File: config.mk
export PLATFORM = sky130hd
export DESIGN_NAME = seq_detect_ctrl_flat
export DESIGN_NICKNAME = d
export VERILOG_FILES = /design/src/rtl/seq_detect_ctrl_if.sv /design/src/rtl/seq_detect_ctrl.sv /design/src/flat_wrapper.sv
export SDC_FILE = /design/constraint.sdc
export NUM_CORES = 1
export LEC_CHECK = 0
export BUFFER_PORTS_ARGS = -buffer_cell sky130_fd_sc_hd__buf_2
export CAP_MARGIN = 20
export CORE_MARGIN = 2
export CORE_UTILIZATION = 37
export DETAILED_ROUTE_END_ITERATION = 16
export RECOVER_POWER = 25
export SYNTH_ARGS = -nofsm -noshare
export SYNTH_HDL_FRONTEND = slang
export SYNTH_SLANG_ARGS = --single-unit
File: constraint.sdc
create_clock -name clk -period 6.64 [get_ports clk]
set_input_delay 0.332 -clock clk [delete_from_list [all_inputs] [get_ports clk]]
set_output_delay 0.332 -clock clk [all_outputs]
set_load 0.02 [all_outputs]
File: src/rtl/seq_detect_ctrl_if.sv
// Config, control, serial-stream and status signals of the bit-pattern detector controller.
// The master drives configuration and stream; the slave (controller) returns status.
interface seq_detect_ctrl_if #(
  parameter int PAT_W = 8,
  parameter int CNT_W = 8,
  parameter int WIN_W = 16
) ();
  logic             cfg_we;
  logic [PAT_W-1:0] cfg_pattern;
  logic [3:0]       cfg_len;
  logic             cfg_overlap;
  logic [CNT_W-1:0] cfg_thresh;
  logic [WIN_W-1:0] cfg_window;
  logic             start;
  logic             abort;
  logic             in;
  logic             in_valid;
  logic             busy;
  logic             hit;
  logic [CNT_W-1:0] match_cnt;
  logic             done;
  logic             timeout;
  logic [1:0]       state_o;

  modport master (
    output cfg_we, cfg_pattern, cfg_len, cfg_overlap, cfg_thresh, cfg_window,
    output start, abort, in, in_valid,
    input  busy, hit, match_cnt, done, timeout, state_o
  );

  modport slave (
    input  cfg_we, cfg_pattern, cfg_len, cfg_overlap, cfg_thresh, cfg_window,
    input  start, abort, in, in_valid,
    output busy, hit, match_cnt, done, timeout, state_o
  );
endinterface

File: src/rtl/seq_detect_ctrl.sv
// Session sequencer for the serial bit-pattern detector: holds run-time config,
// counts pattern matches on a qualified stream and ends on threshold or window expiry.
module seq_detect_ctrl #(
  parameter int PAT_W = 8,
  parameter int CNT_W = 8,
  parameter int WIN_W = 16
) (
  input  logic               clk,
  input  logic               reset,
  seq_detect_ctrl_if.slave   bus
);

  localparam logic [1:0] ST_IDLE  = 2'd0;
  localparam logic [1:0] ST_ARMED = 2'd1;
  localparam logic [1:0] ST_RUN   = 2'd2;
  localparam logic [1:0] ST_DONE  = 2'd3;
  localparam logic [3:0] LEN_MAX  = 4'(PAT_W);

  logic [1:0]       state_r, state_s;
  logic             busy_r, busy_s;
  logic             hit_r, hit_s;
  logic             done_r, done_s;
  logic             timeout_r, timeout_s;
  logic [CNT_W-1:0] cnt_r, cnt_s, cnt_inc_s;
  logic [PAT_W-1:0] shift_r, shift_s, shift_inc_s;
  logic [3:0]       fill_r, fill_s, fill_inc_s;
  logic [WIN_W-1:0] win_r, win_s, win_inc_s;
  logic [PAT_W-1:0] pat_r, pat_s;
  logic [3:0]       len_r, len_s;
  logic             ovl_r, ovl_s;
  logic [CNT_W-1:0] thr_r, thr_s;
  logic [WIN_W-1:0] wdw_r, wdw_s;
  logic [PAT_W-1:0] mask_s;
  logic             match_s;

  // Compare mask covering the low len bits of the pattern.
  always_comb begin
    mask_s = '0;
    for (int i = 0; i < PAT_W; i++) begin
      mask_s[i] = (i < int'(len_r));
    end
  end

  // Candidate values for a valid bit, and the match decision on the updated shift/fill.
  always_comb begin
    shift_inc_s = {shift_r[PAT_W-2:0], bus.in};
    fill_inc_s  = (fill_r == LEN_MAX) ? fill_r : fill_r + 4'd1;
    win_inc_s   = win_r + WIN_W'(1);
    cnt_inc_s   = (cnt_r == {CNT_W{1'b1}}) ? cnt_r : cnt_r + CNT_W'(1);
    match_s     = (fill_inc_s >= len_r) &&
                  (((shift_inc_s ^ pat_r) & mask_s) == {PAT_W{1'b0}});
  end

  // Config is writable only while no session is active; out-of-range values are clamped.
  always_comb begin
    pat_s = pat_r;
    len_s = len_r;
    ovl_s = ovl_r;
    thr_s = thr_r;
    wdw_s = wdw_r;
    if (bus.cfg_we && (state_r == ST_IDLE || state_r == ST_DONE)) begin
      pat_s = bus.cfg_pattern;
      ovl_s = bus.cfg_overlap;
      wdw_s = bus.cfg_window;
      if (bus.cfg_len == 4'd0) begin
        len_s = 4'd1;
      end else if (bus.cfg_len > LEN_MAX) begin
        len_s = LEN_MAX;
      end else begin
        len_s = bus.cfg_len;
      end
      if (bus.cfg_thresh == {CNT_W{1'b0}}) begin
        thr_s = CNT_W'(1);
      end else begin
        thr_s = bus.cfg_thresh;
      end
    end else begin
      pat_s = pat_r;
    end
  end

  // Session FSM and bit processing; abort outranks start and any bit on the same edge.
  always_comb begin
    state_s   = state_r;
    hit_s     = 1'b0;
    done_s    = done_r;
    timeout_s = timeout_r;
    cnt_s     = cnt_r;
    shift_s   = shift_r;
    fill_s    = fill_r;
    win_s     = win_r;
    case (state_r)
      ST_IDLE, ST_DONE: begin
        if (bus.start && !bus.abort) begin
          state_s   = ST_ARMED;
          done_s    = 1'b0;
          timeout_s = 1'b0;
          cnt_s     = '0;
          shift_s   = '0;
          fill_s    = 4'd0;
          win_s     = '0;
        end else begin
          state_s = state_r;
        end
      end
      ST_ARMED, ST_RUN: begin
        if (bus.abort) begin
          state_s   = ST_IDLE;
          done_s    = 1'b0;
          timeout_s = 1'b0;
        end else if (bus.in_valid) begin
          shift_s = shift_inc_s;
          win_s   = win_inc_s;
          if (match_s) begin
            hit_s  = 1'b1;
            cnt_s  = cnt_inc_s;
            fill_s = ovl_r ? fill_inc_s : 4'd0;
          end else begin
            fill_s = fill_inc_s;
          end
          if (match_s && (cnt_inc_s == thr_r)) begin
            state_s = ST_DONE;
            done_s  = 1'b1;
          end else if ((wdw_r != {WIN_W{1'b0}}) && (win_inc_s == wdw_r)) begin
            state_s   = ST_DONE;
            timeout_s = 1'b1;
          end else begin
            state_s = ST_RUN;
          end
        end else begin
          state_s = state_r;
        end
      end
      default: begin
        state_s = ST_IDLE;
      end
    endcase
    busy_s = (state_s == ST_ARMED) || (state_s == ST_RUN);
  end

  // State, status and config registers with synchronous active-low reset.
  always_ff @(posedge clk) begin
    if (!reset) begin
      state_r   <= ST_IDLE;
      busy_r    <= 1'b0;
      hit_r     <= 1'b0;
      done_r    <= 1'b0;
      timeout_r <= 1'b0;
      cnt_r     <= '0;
      shift_r   <= '0;
      fill_r    <= 4'd0;
      win_r     <= '0;
      pat_r     <= {PAT_W{1'b1}};
      len_r     <= 4'd4;
      ovl_r     <= 1'b1;
      thr_r     <= CNT_W'(1);
      wdw_r     <= '0;
    end else begin
      state_r   <= state_s;
      busy_r    <= busy_s;
      hit_r     <= hit_s;
      done_r    <= done_s;
      timeout_r <= timeout_s;
      cnt_r     <= cnt_s;
      shift_r   <= shift_s;
      fill_r    <= fill_s;
      win_r     <= win_s;
      pat_r     <= pat_s;
      len_r     <= len_s;
      ovl_r     <= ovl_s;
      thr_r     <= thr_s;
      wdw_r     <= wdw_s;
    end
  end

  assign bus.busy      = busy_r;
  assign bus.hit       = hit_r;
  assign bus.match_cnt = cnt_r;
  assign bus.done      = done_r;
  assign bus.timeout   = timeout_r;
  assign bus.state_o   = state_r;

endmodule

File: src/flat_wrapper.sv
// flat-port wrapper written by rule: the top's interface ports become plain ports
module seq_detect_ctrl_flat 
#(
  parameter int PAT_W = 8,
  parameter int CNT_W = 8,
  parameter int WIN_W = 16
)
  (clk, reset, bus_cfg_we, bus_cfg_pattern, bus_cfg_len, bus_cfg_overlap, bus_cfg_thresh, bus_cfg_window, bus_start, bus_abort, bus_in, bus_in_valid, bus_busy, bus_hit, bus_match_cnt, bus_done, bus_timeout, bus_state_o);
  seq_detect_ctrl_if #(.PAT_W(PAT_W), .CNT_W(CNT_W), .WIN_W(WIN_W)) bus_i ();
  input  logic clk;
  input  logic reset;
  input wire logic [$bits(bus_i.cfg_we)-1:0] bus_cfg_we;
  input wire logic [$bits(bus_i.cfg_pattern)-1:0] bus_cfg_pattern;
  input wire logic [$bits(bus_i.cfg_len)-1:0] bus_cfg_len;
  input wire logic [$bits(bus_i.cfg_overlap)-1:0] bus_cfg_overlap;
  input wire logic [$bits(bus_i.cfg_thresh)-1:0] bus_cfg_thresh;
  input wire logic [$bits(bus_i.cfg_window)-1:0] bus_cfg_window;
  input wire logic [$bits(bus_i.start)-1:0] bus_start;
  input wire logic [$bits(bus_i.abort)-1:0] bus_abort;
  input wire logic [$bits(bus_i.in)-1:0] bus_in;
  input wire logic [$bits(bus_i.in_valid)-1:0] bus_in_valid;
  output wire logic [$bits(bus_i.busy)-1:0] bus_busy;
  output wire logic [$bits(bus_i.hit)-1:0] bus_hit;
  output wire logic [$bits(bus_i.match_cnt)-1:0] bus_match_cnt;
  output wire logic [$bits(bus_i.done)-1:0] bus_done;
  output wire logic [$bits(bus_i.timeout)-1:0] bus_timeout;
  output wire logic [$bits(bus_i.state_o)-1:0] bus_state_o;
  assign bus_i.cfg_we = bus_cfg_we;
  assign bus_i.cfg_pattern = bus_cfg_pattern;
  assign bus_i.cfg_len = bus_cfg_len;
  assign bus_i.cfg_overlap = bus_cfg_overlap;
  assign bus_i.cfg_thresh = bus_cfg_thresh;
  assign bus_i.cfg_window = bus_cfg_window;
  assign bus_i.start = bus_start;
  assign bus_i.abort = bus_abort;
  assign bus_i.in = bus_in;
  assign bus_i.in_valid = bus_in_valid;
  assign bus_busy = bus_i.busy;
  assign bus_hit = bus_i.hit;
  assign bus_match_cnt = bus_i.match_cnt;
  assign bus_done = bus_i.done;
  assign bus_timeout = bus_i.timeout;
  assign bus_state_o = bus_i.state_o;
  seq_detect_ctrl #(.PAT_W(PAT_W), .CNT_W(CNT_W), .WIN_W(WIN_W)) u_core (.clk(clk), .reset(reset), .bus(bus_i));
endmodule
==> impl_metrics.yaml, run 1 <==
worst_setup_path:
  cp-startpoint: "u_core.fill_r[0]"
  endpoint: "u_core.bus.busy"
  reg2reg_depth: 12
  r2r-end: "u_core.bus.busy"
  worst_setup_path_end_kind: "flip-flop"
  cp-start-kind: "flip-flop"
  r2r-start: "u_core.fill_r[0]"
  ff2ff_setup_slack_ns: 3.16
  required_ns: 6.86
  worstPathArrival_ns: 3.70
  critical_path_class: "flip-flop to flip-flop"
  cp_max_fo: 6
drt:
  post_drt_wl_per_cell_um: 15.1
  dr.pass1.iters: 4
  finalWirelength_mm: 11.3
  routed_via_density: 5.45
  ant_nets: 0
  drc: 0
  drtIter0Drc: 422
  via_count: 4105
flow_run:
  cap_violations: 2
clocking:
  cts_root_buf: "clkbuf_16"
  post-cts-setup-buffer-count: 0
  cts_hold_buf: 0
  clk_path_buf_depth: 2
  cts_tree: "yes"
  cts_buffers: 9
  cts_num_sinks: 78
  clock_latency_ns: 0.34
  h-tree-depth: 3
  post_cts.resized_instances: 0
  clkTransAtPathRegs_ns: 0.06
yosys:
  yosysSeqAreaShare_pct: 35.1
  synth_area_mm2: 0.00445
  syn-num-nets: 619
  synth.distinct_cells: 67
  ys_seq_elements: 78
  syn_avg_cell_area_um2: 7.86
  synth_flop_cell: "dfxtp_1"
  netlist_instances: 567
  yosysWarnings: 0
  synthArstFlopShare_pct: 0
  synth_edf_count: 0
global_routing:
  grt_pass1_wl_mm: 18.7
  grt_max_degree: 54
  overflow: 0
  grt_use_total_pct: 18.2
  grt_pass1_vias: 3718
  antenna_found_initial: 0
timing:
  tns_ns: 0
  fin_crit_sh_pct: 52.4
  fmax_ghz: 0.287
  tightest_slew_ns: 1.62
  finalWorstSetupSlack_ns: 3.16
  rsz0062_at_grt: "no"
  relSlewSlack_pct: -7.67
  hold_viol_final: 0
  drv_slew: 89
  setup_viol: 0
  fin_skew_ns: 0.0104
  layout_min_cycle_time_ns: 3.48
placed_design:
  place.gp.congestion: 0.849
  place_ws_ns: 3.25
  port_buffers: 57
  dp_hpwl_mm: 7.84
floorplan:
  core-area_mm2: 0.0119
  die_x_um: 114
  initial_core_util_pct: 37.6
  io_pins: 58
  die_area_mm2: 0.0129
  rows: 40
  die_y_um: 114
layout:
  fillers: 1201
  nNetsFinal: 653
  syn2layout_area_growth_pct: 12.9
  drive_gt1_share_pct: 13.7
  multiInputGateArea_mm2: 0.00267
  seq_area_mm2: 0.00156
  antenna_cells: 0
power:
  power.leakage_uw: 0.00190
  power.density_mw_per_mm2: 218
  peakVddDrop_v: 0.000130
outcome:
  violations: "max-capacitance violations, max-slew violations"
  status: "finished, violations left"
worst_hold_path:
  hp-class: "primary input to flip-flop"
-- stage by stage --
step	std cells	util, %	power (µW)	hold WS [ns]	instance area, µm²
final	753	42.4	1100	0.206	5030
after global routing	753	42.4	1140	0.199	5030
after CTS	752	42.5	1110	0.193	5040
after detailed placement	736	40.1	631	0.448	4750
after global placement	736	40.1	629	0.436	4750
after floorplan	567	-	592	0.441	4450
-- cells by family after synthesis --
family,share of synthesized area [%]
xor gates and xnor gates,8.26
buffers and inverters,5.06
muxes,0.843
DFF,35.1
AOI/OAI and AO/OA,18.9
adders and majority gates,2.25
and+or+nand+nor,29.7
-- power by group --
part	switching, µW	internal [µW]
registers	17.1	485
clock network	193	283
logic	69.3	49.9
-- registers in the layout, indices dropped and copies added, names as in the netlist --
name,flops
u_core.bus.hit,1
u_core.win_r,16
u_core.bus.busy,1
u_core.wdw_r,16
u_core.bus.state_o,2
u_core.fill_r,4
u_core.ovl_r,1
u_core.pat_r,8
u_core.bus.match_cnt,8
u_core.len_r,4
u_core.bus.done,1
u_core.shift_r,7
u_core.bus.timeout,1
u_core.thr_r,8
-- routing by layer --
layer,vias up,global-route usage [%],part of all wire [%]
met2,77,29.1,47
met4,0,5.04,1.5
met1,1937,24.7,47
met5,-,0,0
li1,2079,-,-
met3,12,4.36,4.1
-- worst max-delay path, stage by stage, from the launching register on --
cell and delay (ns):
dfxtp_1 0.41, inv_1 0.10, ha_1 0.23, and3b_1 0.21, xnor2_1 0.14, ha_1 0.29, or2b_2 0.28, a2111oi_0 0.43
a2111oi_0 0.13, o211ai_1 0.34, o41ai_2 0.20, a21oi_1 0.27, mux2_4 0.32
-- layout make-up --
type,instances,share of cell area (%)
Clock buffer,13,5.38
Clock inverter,3,0.348
Inverter,11,0.821
Multi-Input combinational cell,441,53.1
Sequential cell,78,31.1
Tap cell,147,3.66
Timing Repair Buffer,60,5.67
-- cells in the mapped netlist, types with 8 or more instances --
cell type,count,share of area [%]
nand2_1,98,8.3
dfxtp_1,78,35
a21oi_1,55,6.2
nor2_1,43,3.6
xnor2_1,30,5.9
nand3_1,27,3.0
clkbuf_1,23,1.9
nor3_1,19,2.1
o21ai_0,18,2.0
a22oi_1,13,2.2
xor2_1,12,2.4
inv_1,10,0.84
ha_1,8,2.2
nand4_1,8,1.1
nor4_1,8,1.1
-- how the worst min path moves through the flow --
stage / start / endpoint / slack, ns / depth (start not counted)
2_1_floorplan: u_core.ovl_r / u_core.ovl_r / 0.44 / 2
3_5_place_dp: u_core.bus.timeout / u_core.bus.timeout / 0.45 / 2
6_report: bus_cfg_pattern[3] / u_core.pat_r[3] / 0.21 / 3
3_3_place_gp: u_core.bus.timeout / u_core.bus.timeout / 0.44 / 2
5_1_grt: bus_cfg_pattern[1] / u_core.pat_r[1] / 0.20 / 3
4_1_cts: bus_cfg_pattern[3] / u_core.pat_r[3] / 0.19 / 3
-- cells in the final DEF, fill, tap and decap left out, types with 5 or more instances in the layout --
cell	n
a21oi_1	55
a22oi_1	13
a31oi_1	5
and4_1	7
buf_2	42
clkbuf_1	17
clkbuf_16	9
dfxtp_1	78
ha_1	8
inv_1	11
nand2_1	98
nand3_1	27
nand3b_1	5
nand4_1	8
nor2_1	43
nor2b_1	5
nor3_1	19
nor4_1	8
o211ai_1	7
o21ai_0	18
xnor2_1	30
xor2_1	12
Note: power is estimated with default switching activity, not from simulation.
==> run 2: changes to the inputs <==
==> constraint.sdc (replaced) <==
create_clock -name clk -period 3.15 [get_ports clk]
set_input_delay 0.1575 -clock clk [delete_from_list [all_inputs] [get_ports clk]]
set_output_delay 0.1575 -clock clk [all_outputs]
set_load 0.02 [all_outputs]
==> run 2 against run 1 <==
Effect of this change:
- the run still ends with max-capacitance violations, max-slew violations left
- global-route usage rose by 0.36 points
- critical path depth rose by 1
- routed wire length rose by 1.0%
==> impl_metrics.yaml, run 2 (synthesized netlist as in run 1, its figures left out) <==
worst_setup_path:
  worstPathArrival_ns: 3.21
  cp_max_fo: 10
  reg2reg_depth: 13
  ff2ff_setup_slack_ns: 0.17
  worst_setup_path_end_kind: "flip-flop"
  r2r-end: "u_core.bus.match_cnt[0]"
  endpoint: "u_core.bus.match_cnt[0]"
  required_ns: 3.38
  r2r-start: "u_core.fill_r[0]"
  cp-start-kind: "flip-flop"
  cp-startpoint: "u_core.fill_r[0]"
  critical_path_class: "flip-flop to flip-flop"
clocking:
  clk_path_buf_depth: 2
  cts_hold_buf: 0
  clkTransAtPathRegs_ns: 0.06
  cts_root_buf: "clkbuf_16"
  h-tree-depth: 3
  cts_tree: "yes"
  clock_latency_ns: 0.34
  cts_buffers: 9
  cts_num_sinks: 78
timing:
  relSlewSlack_pct: -11.7
  rsz0062_at_grt: "no"
  tightest_slew_ns: 1.67
  drv_slew: 88
  setup_viol: 0
  fmax_ghz: 0.336
  layout_min_cycle_time_ns: 2.98
  fin_skew_ns: 0.00421
  fin_crit_sh_pct: 94.6
  hold_viol_final: 0
floorplan:
  die_y_um: 114
  io_pins: 58
  die_x_um: 114
  rows: 40
  initial_core_util_pct: 37.6
  core-area_mm2: 0.0119
  die_area_mm2: 0.0129
outcome:
  status: "finished, violations left"
  violations: "max-capacitance violations, max-slew violations"
layout:
  fillers: 1213
  mostFrequentLayoutCells: "nand2_1, dfxtp_1, a21oi_1"
  top_regs: "u_core.wdw_r x16, u_core.win_r x16"
  drive_gt1_share_pct: 15.8
  nNetsFinal: 662
  antenna_cells: 0
  seq_area_mm2: 0.00157
  final_common_cell: "nand2_1"
  multiInputGateArea_mm2: 0.00271
  syn2layout_area_growth_pct: 16.5
  stdcell_count: 762
power:
  swShare_pct: 22.8
  power.density_mw_per_mm2: 487
  power_uw: 2530
  power.leakage_uw: 0.00199
  p_seq_share_pct: 41.9
  intPower_uw: 1950
  pwr-share-comb_pct: 10.3
  p_clk_share_pct: 47.8
  peakVddDrop_v: 0.000255
  switchingPower_uw: 577
global_routing:
  grt_use_total_pct: 18.6
  antenna_found_initial: 0
  grt_pass1_wl_mm: 19.3
  grt_max_degree: 54
  grt_pass1_vias: 4019
  overflow: 0
drt:
  routed_via_density: 5.52
  ant_nets: 0
  drtIter0Drc: 335
  post_drt_wl_per_cell_um: 15.0
  finalWirelength_mm: 11.5
  dr.pass1.iters: 5
  drc: 0
  via_count: 4207
placed_design:
  dp_cells: 744
  port_buffers: 57
  dp_hpwl_mm: 7.97
  place.gp.congestion: 0.849
worst_hold_path:
  whs_path_depth: 3
  hp-class: "primary input to flip-flop"
flow_run:
  cap_violations: 2
## run 2: how the worst min path moves through the flow
stage / start / to / slack [ns]
floorplan: bus_cfg_pattern[0] / u_core.pat_r[0] / 0.28
detailed placement: bus_cfg_pattern[3] / u_core.pat_r[3] / 0.37
CTS: bus_cfg_pattern[3] / u_core.pat_r[3] / 0.01
global placement: bus_cfg_pattern[6] / u_core.pat_r[6] / 0.37
finish: bus_cfg_pattern[3] / u_core.pat_r[3] / 0.02
global route: bus_cfg_pattern[1] / u_core.pat_r[1] / 0.03
## run 2: layout make-up
type | count | share of cell area, %
Timing Repair Buffer | 69 | 6.58
Multi-Input combinational cell | 441 | 52.1
Tap cell | 147 | 3.55
Clock inverter | 3 | 1.74
Sequential cell | 78 | 30.2
Inverter | 11 | 0.796
Clock buffer | 13 | 5.02
## run 2: power by group through the flow
stage,clock network [µW],registers [µW],logic [µW]
floorplan,0,1070,177
global placement,0,1080,250
detailed placement,0,1080,254
CTS,1230,1060,257
global route,1280,1060,292
finish,1210,1060,259
## run 2: repair_timing
| item | 4_1_cts | 5_1_grt |
|---|---|---|
| endpoints found under the setup margin | 8 | 15 |
| pin swaps | 1 | 3 |
| buffers inserted | 1 | 1 |
| gates resized for setup | 1 | 10 |
| cloned | 0 | 0 |
## run 2: critical path, cell delays in order (launching register included)
cell and delay (ns):
dfxtp_4 0.37, inv_2 0.06, ha_1 0.20, and3b_2 0.24
xnor2_2 0.15, ha_1 0.29, or2b_2 0.31, a2111oi_4 0.30
a2111oi_2 0.08, o211ai_1 0.11, buf_4 0.19, nor2_2 0.10
a22o_1 0.21, mux2_2 0.26
## run 2: metrics by stage
| stage | TNS (ns) | worst slack (ns) | hold WS (ns) | util [%] | instance area [µm²] |
|---|---|---|---|---|---|
| after floorplan | 0 | 0.210 | 0.282 | - | 4450 |
| final | 0 | 0.170 | 0.0241 | 43.7 | 5190 |
| after global placement | -0.0386 | -0.0278 | 0.367 | 40.6 | 4810 |
| after global routing | 0 | 0.0217 | 0.0257 | 43.7 | 5190 |
| after detailed placement | -0.667 | -0.160 | 0.371 | 40.6 | 4810 |
| after CTS | 0 | 0.0216 | 0.0134 | 43.6 | 5180 |
## run 2: metal layers
layer | routed length [µm] | vias up | part of all wire (%) | GRT usage, %
li1 | - | 2097 | - | -
met2 | 5290 | 83 | 46 | 29.9
met4 | 195 | 0 | 1.7 | 6.99
met1 | 5500 | 2011 | 48 | 24.4
met3 | 478 | 16 | 4.2 | 4.09
met5 | 0 | - | 0 | 0
==> run 3: changes to the inputs <==
--- a/config.mk
+++ b/config.mk
@@ -7,9 +7,12 @@
 export LEC_CHECK = 0
 export BUFFER_PORTS_ARGS = -buffer_cell sky130_fd_sc_hd__buf_2
 export CAP_MARGIN = 20
+export CELL_PAD_IN_SITES_DETAIL_PLACEMENT = 0
+export CELL_PAD_IN_SITES_GLOBAL_PLACEMENT = 1
 export CORE_MARGIN = 2
-export CORE_UTILIZATION = 37
+export CORE_UTILIZATION = 39
 export DETAILED_ROUTE_END_ITERATION = 16
+export PLACE_DENSITY_LB_ADDON = 0.1
 export RECOVER_POWER = 25
 export SYNTH_ARGS = -nofsm -noshare
 export SYNTH_HDL_FRONTEND = slang
==> run 3 against run 2 <==
Effect of this change:
- the run still ends with max-capacitance violations, max-slew violations left
- die area shrank 4.9%
- routed wire length rose by 2.0%
- sequential power about the same
- largest cell class unchanged
- power fell by 9.7%
- critical path type unchanged
- register-to-register slack worse by 0.06 ns
- final cell count down 0.39%
- via count decreased by 0.45%
==> impl_metrics.yaml, run 3 (synthesized netlist as in run 1, its figures left out) <==
clocking:
  cts_buffers: 9
  clk_path_buf_depth: 2
  cts_root_buf: "clkbuf_16"
  cts_num_sinks: 78
  cts_hold_buf: 0
  clock_latency_ns: 0.34
  clkTransAtPathRegs_ns: 0.06
  cts_tree: "yes"
  h-tree-depth: 3
timing:
  setup_viol: 0
  hold_viol_final: 0
  fin_skew_ns: 0.00792
  fin_crit_sh_pct: 96.6
  rsz0062_at_grt: "no"
  layout_min_cycle_time_ns: 3.04
  relSlewSlack_pct: -16.4
  finalWorstSetupSlack_ns: 0.108
  tightest_slew_ns: 1.75
  tns_ns: 0
  fmax_ghz: 0.329
  drv_slew: 92
placed_design:
  port_buffers: 57
  place.gp.congestion: 0.852
  place_ws_ns: -0.193
  dp_hpwl_mm: 8.16
global_routing:
  antenna_found_initial: 0
  grt_use_total_pct: 19.8
  grt_max_degree: 54
  overflow: 0
  grt_pass1_wl_mm: 19.7
  grt_pass1_vias: 3940
drt:
  ant_nets: 0
  drtIter0Drc: 227
  routed_via_density: 5.52
  post_drt_wl_per_cell_um: 15.4
  via_count: 4188
  drc: 0
  dr.pass1.iters: 4
  finalWirelength_mm: 11.7
power:
  power.leakage_uw: 0.00196
  peakVddDrop_v: 0.000282
  power.density_mw_per_mm2: 448
worst_setup_path:
  cp_max_fo: 8
  cp_num_cells: 13
  worstPathArrival_ns: 3.27
  required_ns: 3.38
  path_cells: "inv_1 > ha_1 > and3b_1 > xnor2_1 > ha_1 > or2b_2 > a2111oi_2 > a2111oi_1 > o211ai_1 > buf_4 > a21o_2 > a22o_1 > mux2_2"
  critPathSlowestCell: "a2111oi_1"
  r2r-end: "u_core.bus.match_cnt[0]"
  cp-start-kind: "flip-flop"
  reg2reg_depth: 13
  cp-startpoint: "u_core.fill_r[0]"
  endpoint: "u_core.bus.match_cnt[0]"
  max_stage_delay_ns: 0.39
  cp_common_cell: "ha_1"
  critical_path.top_delay_family: "compound AO/OA/AOI/OAI gates"
  critical_path_class: "flip-flop to flip-flop"
  worst_setup_path_end_kind: "flip-flop"
  r2r-start: "u_core.fill_r[0]"
  ff2ff_setup_slack_ns: 0.11
  crit_buf_inv: 2
layout:
  top_regs: "u_core.wdw_r x16, u_core.win_r x16"
  syn2layout_area_growth_pct: 14.3
  drive_gt1_share_pct: 15.4
  antenna_cells: 0
  nNetsFinal: 664
  final_common_cell: "nand2_1"
  mostFrequentLayoutCells: "nand2_1, dfxtp_1, a21oi_1"
worst_hold_path:
  hp-class: "primary input to flip-flop"
floorplan:
  core-area_mm2: 0.0113
  rows: 39
  die_x_um: 111
  initial_core_util_pct: 39.5
  die_y_um: 111
  die_area_mm2: 0.0123
  io_pins: 58
outcome:
  status: "finished, violations left"
  violations: "max-capacitance violations, max-slew violations"
flow_run:
  cap_violations: 2
run 3: area by class of cell:
class                   count  area, µm²
fillers                  1175       6180
multi-input cells         441       2680
flip-flops and latches     78       1560
repair buffers             71        359
clock buffers              14        264
well taps                 143        179
inverters                  11       41.3
clock inverters             1       5.00
run 3: stage by stage:
stage / utilization, % / area (µm²) / std cells / hold WS (ns) / power [µW]
floorplan: - / 4450 / 567 / 0.282 / 1250
global route: 45.2 / 5090 / 759 / 0.0344 / 2400
finish: 45.2 / 5090 / 759 / 0.0262 / 2280
CTS: 45.4 / 5110 / 759 / 0.0180 / 2310
detailed placement: 42.9 / 4830 / 743 / 0.371 / 1340
global placement: 42.9 / 4830 / 743 / 0.367 / 1330
run 3: worst min-delay path by stage:
stage / depth (start not counted) / slack (ns) / end / start
after global placement: 3 / 0.37 / u_core.pat_r[7] / bus_cfg_pattern[7]
after floorplan: 2 / 0.28 / u_core.pat_r[0] / bus_cfg_pattern[0]
after global routing: 3 / 0.03 / u_core.pat_r[0] / bus_cfg_pattern[0]
final: 3 / 0.03 / u_core.pat_r[7] / bus_cfg_pattern[7]
after CTS: 3 / 0.02 / u_core.pat_r[7] / bus_cfg_pattern[7]
after detailed placement: 3 / 0.37 / u_core.pat_r[7] / bus_cfg_pattern[7]
run 3: tightest hold or removal path: cells and delay by family:
kind                   cells  cell delay (ns)
and+or+nand+nor            2             0.10
buffers and inverters      1             0.07
run 3: repair_timing:
action | CTS | global route
pin swaps | 1 | 0
endpoints found under the hold margin | 0 | 0
resized for setup | 2 | 3
setup buffers | 1 | 0
setup endpoints to repair | 9 | 10
run 3: power breakdown:
part           internal [µW]  total, µW  switching, µW
Combinational            108        258            150
Sequential              1020       1060           36.1
Clock                    572        965            393
Total                   1700       2280            579
run 3: routing by layer:
metal / track usage, % / wire, µm / part of all wire (%) / vias up
met4: 7.50 / 206 / 1.8 / 0
met5: 0 / 0 / 0 / -
li1: - / - / - / 2111
met3: 3.44 / 458 / 3.9 / 13
met1: 27.0 / 5730 / 49 / 1966
met2: 31.4 / 5290 / 45 / 98
